[config.mk]
export PLATFORM = sky130hd
export DESIGN_NAME = mips_mc_ctrl
export DESIGN_NICKNAME = d
export VERILOG_FILES = /design/src/rtl/mips_mc_ctrl.sv
export SDC_FILE = /design/constraint.sdc
export NUM_CORES = 1
export LEC_CHECK = 0
export BUFFER_PORTS_ARGS = -buffer_cell sky130_fd_sc_hd__buf_2
export CORE_MARGIN = 1.5
export CORE_UTILIZATION = 25
export CTS_BUF_LIST = sky130_fd_sc_hd__clkbuf_8 sky130_fd_sc_hd__clkbuf_16
export CTS_CLUSTER_DIAMETER = 120
export CTS_CLUSTER_SIZE = 24
export DETAILED_ROUTE_END_ITERATION = 12
export SLEW_MARGIN = 10
export SYNTH_ARGS = -nofsm -noshare
export SYNTH_HDL_FRONTEND = slang
export SYNTH_SLANG_ARGS = --single-unit
[constraint.sdc]
create_clock -name clk -period 2.1 [get_ports clk]
set_input_delay 0.21 -clock clk [delete_from_list [all_inputs] [get_ports clk]]
set_output_delay 0.21 -clock clk [all_outputs]
set_load 0.05 [all_outputs]
[src/rtl/mips_mc_ctrl.sv]
// mips_mc_ctrl: multicycle MIPS control FSM (Moore style).
// Sequences PC, IR, register-file, memory and ALU-operand controls for
// lw, sw, R-type, beq, addi and j. Every memory access waits on mem_ready.
// aluop feeds the ALU decoder's aluop input (00=add, 01=sub, 10=funct).
// Optional build macro MIPS_MC_BNE_EN adds bne (opcode 000101) via BNEEX.
module mips_mc_ctrl (
    input  logic       clk,
    input  logic       reset,
    input  logic [5:0] op,
    input  logic       zero,
    input  logic       mem_ready,
    output logic       pcen,
    output logic       memwrite,
    output logic       irwrite,
    output logic       regwrite,
    output logic       alusrca,
    output logic [1:0] alusrcb,
    output logic       iord,
    output logic       memtoreg,
    output logic       regdst,
    output logic [1:0] pcsrc,
    output logic [1:0] aluop,
    output logic       illegal,
    output logic [3:0] state
);

    typedef enum logic [3:0] {
        S_FETCH   = 4'd0,
        S_DECODE  = 4'd1,
        S_MEMADR  = 4'd2,
        S_MEMRD   = 4'd3,
        S_MEMWB   = 4'd4,
        S_MEMWR   = 4'd5,
        S_RTYPEEX = 4'd6,
        S_RTYPEWB = 4'd7,
        S_BEQEX   = 4'd8,
        S_ADDIEX  = 4'd9,
        S_ADDIWB  = 4'd10,
`ifdef MIPS_MC_BNE_EN
        S_JEX     = 4'd11,
        S_BNEEX   = 4'd12
`else
        S_JEX     = 4'd11
`endif
    } state_t;

    localparam logic [5:0] OP_LW    = 6'b100011;
    localparam logic [5:0] OP_SW    = 6'b101011;
    localparam logic [5:0] OP_RTYPE = 6'b000000;
    localparam logic [5:0] OP_BEQ   = 6'b000100;
    localparam logic [5:0] OP_ADDI  = 6'b001000;
    localparam logic [5:0] OP_J     = 6'b000010;
`ifdef MIPS_MC_BNE_EN
    localparam logic [5:0] OP_BNE   = 6'b000101;
`endif

    state_t state_q;
    state_t state_d;

    // Raw strobes before the reset gate.
    logic pc_write;
    logic branch;
`ifdef MIPS_MC_BNE_EN
    logic branch_ne;
`endif
    logic pc_load;
    logic ir_load;
    logic rf_write;
    logic mem_write;

    // State register; reset forces FETCH immediately.
    // NOTE: sequential state uses non-blocking (<=) so every flop samples
    // the pre-edge values; blocking here would create order-dependent races.
    always_ff @(posedge clk or posedge reset) begin
        if (reset) begin
            state_q <= S_FETCH;
        end else begin
            state_q <= state_d;
        end
    end

    // Next-state and Moore outputs decoded from the current state.
    always_comb begin
        // NOTE: every signal gets a default before the case so no path
        // leaves it unassigned -- otherwise synthesis infers a latch.
        state_d   = S_FETCH;
        pc_write  = 1'b0;
        branch    = 1'b0;
`ifdef MIPS_MC_BNE_EN
        branch_ne = 1'b0;
`endif
        ir_load   = 1'b0;
        rf_write  = 1'b0;
        mem_write = 1'b0;
        alusrca   = 1'b0;
        alusrcb   = 2'b00;
        iord      = 1'b0;
        memtoreg  = 1'b0;
        regdst    = 1'b0;
        pcsrc     = 2'b00;
        aluop     = 2'b00;
        illegal   = 1'b0;

        case (state_q)
            S_FETCH: begin
                // PC+4 computed by the ALU while the instruction is read.
                alusrcb  = 2'b01;
                ir_load  = mem_ready;
                pc_write = mem_ready;
                state_d  = mem_ready ? S_DECODE : S_FETCH;
            end
            S_DECODE: begin
                // Branch target precomputed into ALUOut.
                alusrcb = 2'b11;
                case (op)
                    OP_LW,
                    OP_SW:    state_d = S_MEMADR;
                    OP_RTYPE: state_d = S_RTYPEEX;
                    OP_BEQ:   state_d = S_BEQEX;
                    OP_ADDI:  state_d = S_ADDIEX;
                    OP_J:     state_d = S_JEX;
`ifdef MIPS_MC_BNE_EN
                    OP_BNE:   state_d = S_BNEEX;
`endif
                    default: begin
                        illegal = 1'b1;
                        state_d = S_FETCH;
                    end
                endcase
            end
            S_MEMADR: begin
                alusrca = 1'b1;
                alusrcb = 2'b10;
                // IR is held, so op still distinguishes lw from sw here.
                state_d = (op == OP_SW) ? S_MEMWR : S_MEMRD;
            end
            S_MEMRD: begin
                iord    = 1'b1;
                state_d = mem_ready ? S_MEMWB : S_MEMRD;
            end
            S_MEMWB: begin
                memtoreg = 1'b1;
                rf_write = 1'b1;
                state_d  = S_FETCH;
            end
            S_MEMWR: begin
                // Write strobe stays high for the whole memory wait.
                iord      = 1'b1;
                mem_write = 1'b1;
                state_d   = mem_ready ? S_FETCH : S_MEMWR;
            end
            S_RTYPEEX: begin
                alusrca = 1'b1;
                aluop   = 2'b10;
                state_d = S_RTYPEWB;
            end
            S_RTYPEWB: begin
                regdst   = 1'b1;
                rf_write = 1'b1;
                state_d  = S_FETCH;
            end
            S_BEQEX: begin
                alusrca = 1'b1;
                aluop   = 2'b01;
                pcsrc   = 2'b01;
                branch  = 1'b1;
                state_d = S_FETCH;
            end
            S_ADDIEX: begin
                alusrca = 1'b1;
                alusrcb = 2'b10;
                state_d = S_ADDIWB;
            end
            S_ADDIWB: begin
                rf_write = 1'b1;
                state_d  = S_FETCH;
            end
            S_JEX: begin
                pcsrc    = 2'b10;
                pc_write = 1'b1;
                state_d  = S_FETCH;
            end
`ifdef MIPS_MC_BNE_EN
            S_BNEEX: begin
                alusrca   = 1'b1;
                aluop     = 2'b01;
                pcsrc     = 2'b01;
                branch_ne = 1'b1;
                state_d   = S_FETCH;
            end
`endif
            default: begin
                // Unused encodings recover to FETCH with all outputs low.
                state_d = S_FETCH;
            end
        endcase
    end

    // PC load combines unconditional writes with taken branches.
`ifdef MIPS_MC_BNE_EN
    assign pc_load = pc_write | (branch & zero) | (branch_ne & ~zero);
`else
    assign pc_load = pc_write | (branch & zero);
`endif

    // Architectural write strobes are suppressed while reset is held, so an
    // abandoned instruction (or a FETCH seen during reset) never updates
    // PC, IR, registers or memory.
    assign pcen     = pc_load   & ~reset;
    assign irwrite  = ir_load   & ~reset;
    assign regwrite = rf_write  & ~reset;
    assign memwrite = mem_write & ~reset;

    assign state = state_q;

endmodule

After elaboration in Yosys (flattened, before gate mapping) --
Index checks and enable logic that the tools add are counted.
Word-level totals: register bits after elaboration 4, input port bits 10, output and inout port bits 19, logic and storage cells 52
Cells by class: eq/ne operators 16, mux-type cells 20, bitwise logic cells 7, reductions and logical operators 8
Operators by type and width (count):
- one-hot mux 4 bit (7 select lines) | 1
- one-hot mux 4 bit (5 select lines) | 1
- equality test 4 x 3 -> 1 bit, second input constant | 4
- equality test 4 bit, second input constant | 4
- equality test 6 bit, second input constant | 2
- two-way mux 1 bit | 11
- two-way mux 3 bit | 3
- equality test 4 x 2 -> 1 bit, second input constant | 2
- one-hot mux 2 bit (2 select lines) | 2
- equality test 6 x 2 -> 1 bit, second input constant | 1
- equality test 6 x 3 -> 1 bit, second input constant | 1
- equality test 6 x 4 -> 1 bit, second input constant | 1
- logical NOT 6 bit | 1
- one-hot mux 2 bit (3 select lines) | 1
- OR reduction 2 bit | 3
- OR reduction 6 bit | 1
- AND 1 bit | 5
- equality test 4 x 1 -> 1 bit, second input constant | 1
- logical NOT 4 bit | 1
- OR reduction 4 bit | 1
- OR reduction 3 bit | 1
- one-hot mux 1 bit (2 select lines) | 1
- inverter 1 bit | 1
- bitwise OR 1 bit | 1

Depth between registers and ports, before layout --
Gate-level depths: netlist (run 1).
depth in word-level cells 5, gate-level depth with buffers 5, gate-level depth less buffers 3

Worst setup path before layout (run 1) --
OpenSTA, ideal clock, no wires.
path type register -> output, start point register state_q[3] (netlist: state[3]), end point output pcsrc[0], arrival 2.542 ns, required time 1.890 ns, setup slack -0.652 ns, cell stages (with the launch flop) 5, buffers on the path 2, cells stage by stage dfrtp_1 buf_2 nand2b_1 nor3_1 buf_4
Between the ends: word-level cells in the longest chain between the ends 2, elaborated cells between the ends (all ways) 3, those cells by class eq/ne: 2; mux: 1
RTL lines:
- from (decl) | RTL line 57 | state_t state_q;
- from (signal assigned) | RTL line 78 | state_q <= state_d;
- equality test 4 bit | RTL line 104 | case (state_q)
- one-hot mux 2 bit (2 select lines) * | RTL line 104
- to (decl) | RTL line 21 | output logic [1:0] pcsrc,
Every way passes the cells marked *; elsewhere a longest branch is shown, timed or not.

Final worst setup path (run 1) --
start point register state_q[3] (netlist: state[3]), end point output irwrite
Between the ends: word-level cells in the longest chain between the ends 3
RTL lines:
- logical NOT 4 bit | RTL line 104
- two-way mux 1 bit | RTL line 104
- AND 1 bit | RTL line 210 | assign irwrite = ir_load & ~reset;
- to (decl) | RTL line 14 | output logic irwrite,
Every way passes these cells.

==> results of run 1 <==
-- critical path, stage by stage, from the launching register on --
cell and delay (ns):
sky130_fd_sc_hd__dfrtp_1 0.56, sky130_fd_sc_hd__or2_1 0.39, sky130_fd_sc_hd__nor3_1 0.14, sky130_fd_sc_hd__and3_1 0.18
sky130_fd_sc_hd__buf_2 0.26
-- layer usage --
layer / up-vias / global-route usage
met2: 27 / 0.189
met3: 2 / 0.0303
li1: 326 / -
met4: 0 / 0.0278
met5: - / 0
met1: 304 / 0.176
-- cells by family (layout without fill, tap and decap cells) --
family                 Yosys count  in the layout  synth area share
buffers and inverters            8             35            0.0896
multiplexers                     1              1            0.0184
AND/OR/NAND/NOR                 42             42             0.471
flip-flops                       4              4             0.184
AO/OA/AOI/OAI                   14             14             0.205
XOR/XNOR                         2              2            0.0322
-- cell usage after synthesis --
library cell                count
sky130_fd_sc_hd__o21ai_0        2
sky130_fd_sc_hd__a41oi_1        1
sky130_fd_sc_hd__dfrtp_1        4
sky130_fd_sc_hd__buf_4          2
sky130_fd_sc_hd__buf_2          3
sky130_fd_sc_hd__a31o_2         1
sky130_fd_sc_hd__nand3_1        4
sky130_fd_sc_hd__nor3_1         7
sky130_fd_sc_hd__buf_6          1
sky130_fd_sc_hd__nand2_1        2
sky130_fd_sc_hd__nand4bb_1      1
sky130_fd_sc_hd__or3b_1         1
sky130_fd_sc_hd__a221oi_2       1
sky130_fd_sc_hd__nor3b_1        3
sky130_fd_sc_hd__or2_1          1
sky130_fd_sc_hd__nand4b_1       2
sky130_fd_sc_hd__nor4_2         1
sky130_fd_sc_hd__nand2b_1       4
sky130_fd_sc_hd__nand3b_1       2
sky130_fd_sc_hd__o211ai_1       1
sky130_fd_sc_hd__mux2i_1        1
sky130_fd_sc_hd__nor2_1         6
sky130_fd_sc_hd__nor4_1         1
sky130_fd_sc_hd__o21a_1         1
sky130_fd_sc_hd__o22ai_1        2
sky130_fd_sc_hd__xnor2_1        1
sky130_fd_sc_hd__and3_1         3
sky130_fd_sc_hd__o311ai_0       1
sky130_fd_sc_hd__inv_1          2
sky130_fd_sc_hd__nor2b_1        3
sky130_fd_sc_hd__a21oi_1        1
sky130_fd_sc_hd__a311o_1        1
sky130_fd_sc_hd__o31a_1         2
sky130_fd_sc_hd__xor2_1         1
sky130_fd_sc_hd__nor4b_1        1
-- per-stage QoR --
stage / utilization / total power [W] / setup WS, ns
after detailed placement: 0.359 / 0.000979 / 0.341
final: 0.385 / 0.00114 / 0.160
after CTS: 0.384 / 0.00115 / 0.103
after global placement: 0.359 / 0.000972 / 0.378
after global routing: 0.385 / 0.00120 / 0.0625
after floorplan: - / 0.000836 / -0.172
-- final cells by class --
class,instances,area share
multi-input combinational,59,0.557
clock buffer,3,0.0536
tap,27,0.0438
sequential,4,0.131
timing repair buffer,30,0.205
inverter,2,0.00974
-- path summary, 6_finish.rpt --
check	slack, ns	from	end
max in group asynchronous	1.39	reset	state[2]$_DFF_PP0_
worst min-delay path	0.35	op[3]	state[2]$_DFF_PP0_
worst min register to register	0.67	state[2]$_DFF_PP0_	state[3]$_DFF_PP0_
worst max-delay path	0.16	state[3]$_DFF_PP0_	irwrite
worst max register to register	0.64	state[3]$_DFF_PP0_	state[1]$_DFF_PP0_
min in group asynchronous	0.49	reset	state[1]$_DFF_PP0_
-- power groups by stage --
stage / combinational [W] / clock [W] / sequential [W]
4_1_cts: 0.000788 / 0.000165 / 0.000194
5_1_grt: 0.000827 / 0.000170 / 0.000207
3_3_place_gp: 0.000782 / 0 / 0.000190
2_1_floorplan: 0.000618 / 0 / 0.000218
6_report: 0.000782 / 0.000161 / 0.000196
3_5_place_dp: 0.000784 / 0 / 0.000194
-- what timing repair did --
item	4_1_cts	5_1_grt
endpoints found under the setup margin	0	1
hold buffers	1	0
hold endpoints to repair	4	0
resized for setup	0	1
==> reports/results.txt, run 1 <==
The flow ran to the end, and the final reports show no timing, DRC or antenna violations. The final setup skew came out at 0.00229 ns. Summed over all layers, the global routing overflow is 0. The number of antenna violations at the first check in global routing is 0. The flip-flop count of the largest register, all copies and words added is 4.

The biggest area contributor in the post-synthesis netlist is sky130_fd_sc_hd__dfrtp_1. The run gives 0 as the final setup violation count. The most common cell after layout, fill and taps aside is sky130_fd_sc_hd__buf_2. The synthesized design contains 4 register bits.

Across the run, the number of max-cap violations was 0. Initial cell density of the core: 0.272. The final layout contains routed wiring with a total length of 1.57 mm. The run gives 486 uV as the maximum VDD drop.

From synthesis to final layout, the design area changed by 41.6%. The port buffer count works out to 28. After synthesis, the cell types taking the most area are sky130_fd_sc_hd__dfrtp_1 (18%), sky130_fd_sc_hd__nor3_1 (6.4%), sky130_fd_sc_hd__nand2b_1 (4.6%), sky130_fd_sc_hd__nor2_1 (4.1%), sky130_fd_sc_hd__nor3b_1 (4.1%). The floorplan has 16 rows. The clock group share of total power is 0.142, and the share of total power consumed by net switching is 0.604. The maximum number of pins on one net before global-route repair came out at 19. The area of all placed cells without fillers is 771 um2, and the clock transition at the registers of the reported paths is 0.03 ns.

The via density per instance is 5.27, and the number of max-slew violations in the final report is 0. The mean instance size in the synthesized netlist came out at 7.67 um2. Leaving out fill and tap cells, the most frequent cells in the layout are sky130_fd_sc_hd__buf_2 (28), sky130_fd_sc_hd__nor2_1 (5), sky130_fd_sc_hd__nand2b_1 (4), sky130_fd_sc_hd__nand3_1 (4), sky130_fd_sc_hd__nor3_2 (4). Cell internal power was estimated by the tool at 0.000451 W.

For the worst setup path, the data arrival time is 1.73 ns. The tools report the total met3 wirelength after detailed routing as 78 um. TritonCTS built the clock tree.

For the worst hold margin, the log shows 0.351 ns. Setup repair after global routing left no endpoint under its margin. The worst hold path belongs to the class primary input to register. Combinational fraction of design power: 0.686. For this run, the post-layout net count is 110. The share of final-layout standard cells stronger than drive strength 1 works out to 0.439.

The run gives 2 as the maximum count of clock buffers along a single path. The maximum fanout along the worst path is 16. The finished layout holds 125 standard cells, fillers aside. Dividing the detail-routed wire length by the instance count gives 12.5 um. The area of the core is 0.00200 mm2, and the die outline area is 0.00247 mm2.

In this run the remaining antenna-violating nets after routing total 0. Proportion of power drawn by flip-flops and latches: 0.172. The cell count after synthesis came out at 71.

Summed over all failing endpoints, the final setup total negative slack is 0 ns. The yosys synthesis warning count was 0; the power spent charging and discharging nets was 0.000688 W. The power density over the cells is 1480 mW/mm2, and the portion of the post-synthesis area used by sequential elements is 0.184. Routability-driven placement finished with a final weighted congestion of 0.750. After detailed routing, the number of remaining DRC violations is 0.

Derived from the worst setup path, the maximum achievable clock frequency is 0.516 GHz. In this run the static leakage power is 0.339 nW. The worst hold path passes through 3 cells.

The number of nets in the synthesized netlist is 81. Post-CTS timing repair inserted 0 buffers for setup. The routed layout has 659 vias. After detailed routing, the met2 layer carries 715 um of wire. The worst path needs 1.94 ns of the cycle, external delays included. For this block, wires on met1 add up to 762 um.

Uppermost metal layer occupied by signal nets: met4. The height of the chip came out at 49.7 um. The worst setup path is launched from a register. Measured in cells, the most critical reg-to-reg path has a length of 3. The worst setup path is captured at an output pin.

The type of the worst setup path was register to output pin. Once detailed placement completed, the half-perimeter wirelength came to 1.17 mm. The period utilization came out at 0.924.

The tree is rooted in a sky130_fd_sc_hd__clkbuf_8. The run gives 0.124 as the total global routing track utilization. The number of global-route vias before repair was 526; the DRC marker count from the first detailed-route iteration was 17. The die is 49.7 um wide. The run gives 1.89 ns as the required time reported for the critical path endpoint. The area share of the largest cell type after synthesis was 0.184; the number of H-tree levels was 1.

The logs give 0.22 ns for the clock latency on the worst-skew pair and 544 um2 for the mapped cell area. For the pin with the worst max-slew slack, the measured transition is 0.526 ns. The first TritonRoute pass finished after 5 iterations. The number of clock sinks was 4; the antenna diode count was 0. The worst relative slew slack was 0.650; the count of cell types in the netlist was 35.

Number of hold-slack violations in the final timing report: 0. The count of filler cells inserted in the layout was 230; the global-route wire length before repair was 2.46 mm. TritonCTS created 3 clock buffers. The tools report the I/O pin total as 29.

The tools report the standard cell area after detailed placement as 718 um2. Including well taps, the total number of placed cells is 121. The sequential cell area is 101 um2, and the multi-input gate area in the final layout is 429 um2.
Power figures use the tool's default switching activity.
==> inputs of run 2 (changes only) <==
--- a/config.mk
+++ b/config.mk
@@ -8,7 +8,6 @@
 export BUFFER_PORTS_ARGS = -buffer_cell sky130_fd_sc_hd__buf_2
 export CORE_MARGIN = 1.5
 export CORE_UTILIZATION = 25
-export CTS_BUF_LIST = sky130_fd_sc_hd__clkbuf_8 sky130_fd_sc_hd__clkbuf_16
 export CTS_CLUSTER_DIAMETER = 120
 export CTS_CLUSTER_SIZE = 24
 export DETAILED_ROUTE_END_ITERATION = 12
==> reports/results.txt, run 2 (same netlist as run 1, synthesis figures left out) <==
The run finished with clean final reports. Total global routing overflow: 0. Data on the critical path arrives at its endpoint at 1.76 ns. The repair_antennas step left the layout with diodes totalling 0. The maximum number of pins on one net before global-route repair was 19; the share of total power consumed by net switching was 0.635.

Summing all non-filler instances in the final layout gives an area of 752 um2. Number of vias in the routed layout: 646. The tools report the number of global-route vias before repair as 533. The worst setup path is of the register to output pin kind. The height of the chip was 49.7 um. In this run the cell area measured after placement is 718 um2. The run gives 568 uV as the maximum VDD drop.

Subtracting the final worst setup slack from the clock period gives 1.97 ns. Counting the fill cells in the layout gives 235. For the post-route core utilization, the log shows 0.376. The die is 49.7 um wide.

STA classifies the critical path endpoint as an output pin. Maximum frequency from static timing analysis: 0.508 GHz. Transition time of the tightest slew-check pin: 0.529 ns. The tools report the critical path launch point type as a register. The power spent charging and discharging nets was 0.000685 W. Compared with the post-synthesis result, the final layout area differs by 38.2%. TritonCTS created 3 clock buffers.

The period utilization is 0.937. The run gives 0 as the number of hold-slack violations in the final timing report. The share of final-layout standard cells stronger than drive strength 1 was 0.439; the internal reg-to-reg setup slack was 0.63 ns. For the combinational fraction of design power, the log shows 0.727. Family with the most delay on the worst path: flip-flops. The logs give 0.750 for the final weighted congestion of routability-driven global placement and 121 for the total instance count after detailed placement.

For the initial cell density of the core, the log shows 0.272. The design draws 0.00108 W. The run gives 0.129 as the total global routing track utilization. Setup repair after global routing left no endpoint under its margin. CTS placed an instance of sky130_fd_sc_hd__clkbuf_4 at the clock tree root.

For the clock group share of total power, the log shows 0.091. After layout, the worst setup slack is 0.131 ns. Cell internal power was estimated by the tool at 0.000393 W.

The total area inside the core boundary comes to 0.00200 mm2. The die covers 0.00247 mm2. 29 I/O pins were placed. The number of antenna violations at the first check in global routing came out at 0. The tools report the proportion of power drawn by flip-flops and latches as 0.182.

The first TritonRoute pass finished after 4 iterations. For the global-route wire length before repair, the log shows 2.48 mm. Detail-routed net length per standard cell: 12.4 um. The clock latency on the worst-skew pair was 0.24 ns; the power density over the cells was 1430 mW/mm2.

Required time reported for the critical path endpoint: 1.89 ns. The most common cell after layout, fill and taps aside is sky130_fd_sc_hd__buf_2. The count of buffer and inverter cells on the critical path was 1; the post-CTS setup buffer count was 0. Across the run, the number of max-cap violations was 0.

Excluding fillers, the count of instances in the completed layout stands at 125. The longest clock path from root to sink contains 2 buffers. TritonCTS built the clock tree.

The library cells used most frequently in the layout, excluding fill and tap cells, are sky130_fd_sc_hd__buf_2 (28), sky130_fd_sc_hd__nor2_1 (5), sky130_fd_sc_hd__nand2b_1 (4), sky130_fd_sc_hd__nand3_1 (4), sky130_fd_sc_hd__nor3_2 (4). The register with the most flip-flops in the layout has 4 of them. The count of buffers added on input and output ports is 28. The number of H-tree levels was 1; the maximum fanout along the worst path was 16.

The logs give 0 for the number of max-slew violations in the final report and 0.341 ns for the pre-CTS worst setup slack. The maximum cell stage delay along the critical path was 0.56 ns; the DRC marker count from the first detailed-route iteration was 17. The run gives 0.647 as the worst relative slew slack.

For the standard-cell row count, the log shows 16. Cell with the largest stage delay on the worst path: sky130_fd_sc_hd__dfrtp_1. Clock-pin slew was measured on the worst setup and hold paths at 0.04 ns. The net count of the finished layout is 110. The clock drives 4 sinks.

The routed design has 1.56 mm of wire. The leakage dissipation is 0.331 nW, and the final setup violation count is 0. The class of the worst hold path is primary input to register.

The count of nets left with antenna violations once routing finished came out at 0. Once detailed placement completed, the half-perimeter wirelength came to 1.17 mm. The critical path goes through or3b_1 -> a21oi_1 -> o21a_2 -> buf_2.

The residual DRC count was 0; the via density per instance was 5.17. Across the routed clock network, the largest skew measured is 0.00156 ns.
run 2: cell counts in the layout (fill, tap and decap cells not counted):
No cell type changed its count.
run 2: power groups by stage:
stage               logic, W  registers [W]  clock network (W)
floorplan           0.000618       0.000218                  0
global placement    0.000782       0.000190                  0
detailed placement  0.000784       0.000194                  0
CTS                 0.000788       0.000193           0.000100
global route        0.000827       0.000207           0.000106
finish              0.000784       0.000196          0.0000981
run 2: cell type report:
| cell class | instances | area (um2) | area share |
|---|---|---|---|
| Clock buffer | 3 | 22.5 | 0.0300 |
| Sequential cell | 4 | 101 | 0.135 |
| Tap cell | 27 | 33.8 | 0.0449 |
| Timing Repair Buffer | 30 | 158 | 0.210 |
| Inverter | 2 | 7.51 | 0.00998 |
| Multi-Input combinational cell | 59 | 429 | 0.571 |
run 2: path summary, 6_finish.rpt:
kind,end,start,cells past startpoint
max,regwrite,state[3]$_DFF_PP0_,4
min,state[2]$_DFF_PP0_,op[3],3
max reg2reg,state[1]$_DFF_PP0_,state[3]$_DFF_PP0_,3
min reg2reg,state[3]$_DFF_PP0_,state[2]$_DFF_PP0_,1
max in group asynchronous,state[2]$_DFF_PP0_,reset,3
min in group asynchronous,state[1]$_DFF_PP0_,reset,3
run 2: worst min-delay path, cell delays in order:
cell and delay, ns:
sky130_fd_sc_hd__buf_2 0.13, sky130_fd_sc_hd__nand3_1 0.06, sky130_fd_sc_hd__o311ai_0 0.10
run 2: layer usage:
layer / global-route usage / wire [um] / vias to the layer above
met3: 0.0303 / 89 / 2
li1: - / - / 326
met5: 0 / 0 / -
met2: 0.189 / 692 / 29
met4: 0.0556 / 14 / 0
met1: 0.178 / 759 / 289
run 2: repair_timing:
action,in CTS,in global routing
hold buffers,1,0
gates resized for setup,0,1
hold endpoints to repair,4,0
setup endpoints to repair,0,1
run 2: per-stage QoR:
step / hold WS [ns] / TNS (ns)
after floorplan: -0.0101 / -0.172
after global placement: 0.170 / 0
after detailed placement: 0.168 / 0
after CTS: 0.335 / 0
after global routing: 0.370 / 0
final: 0.331 / 0
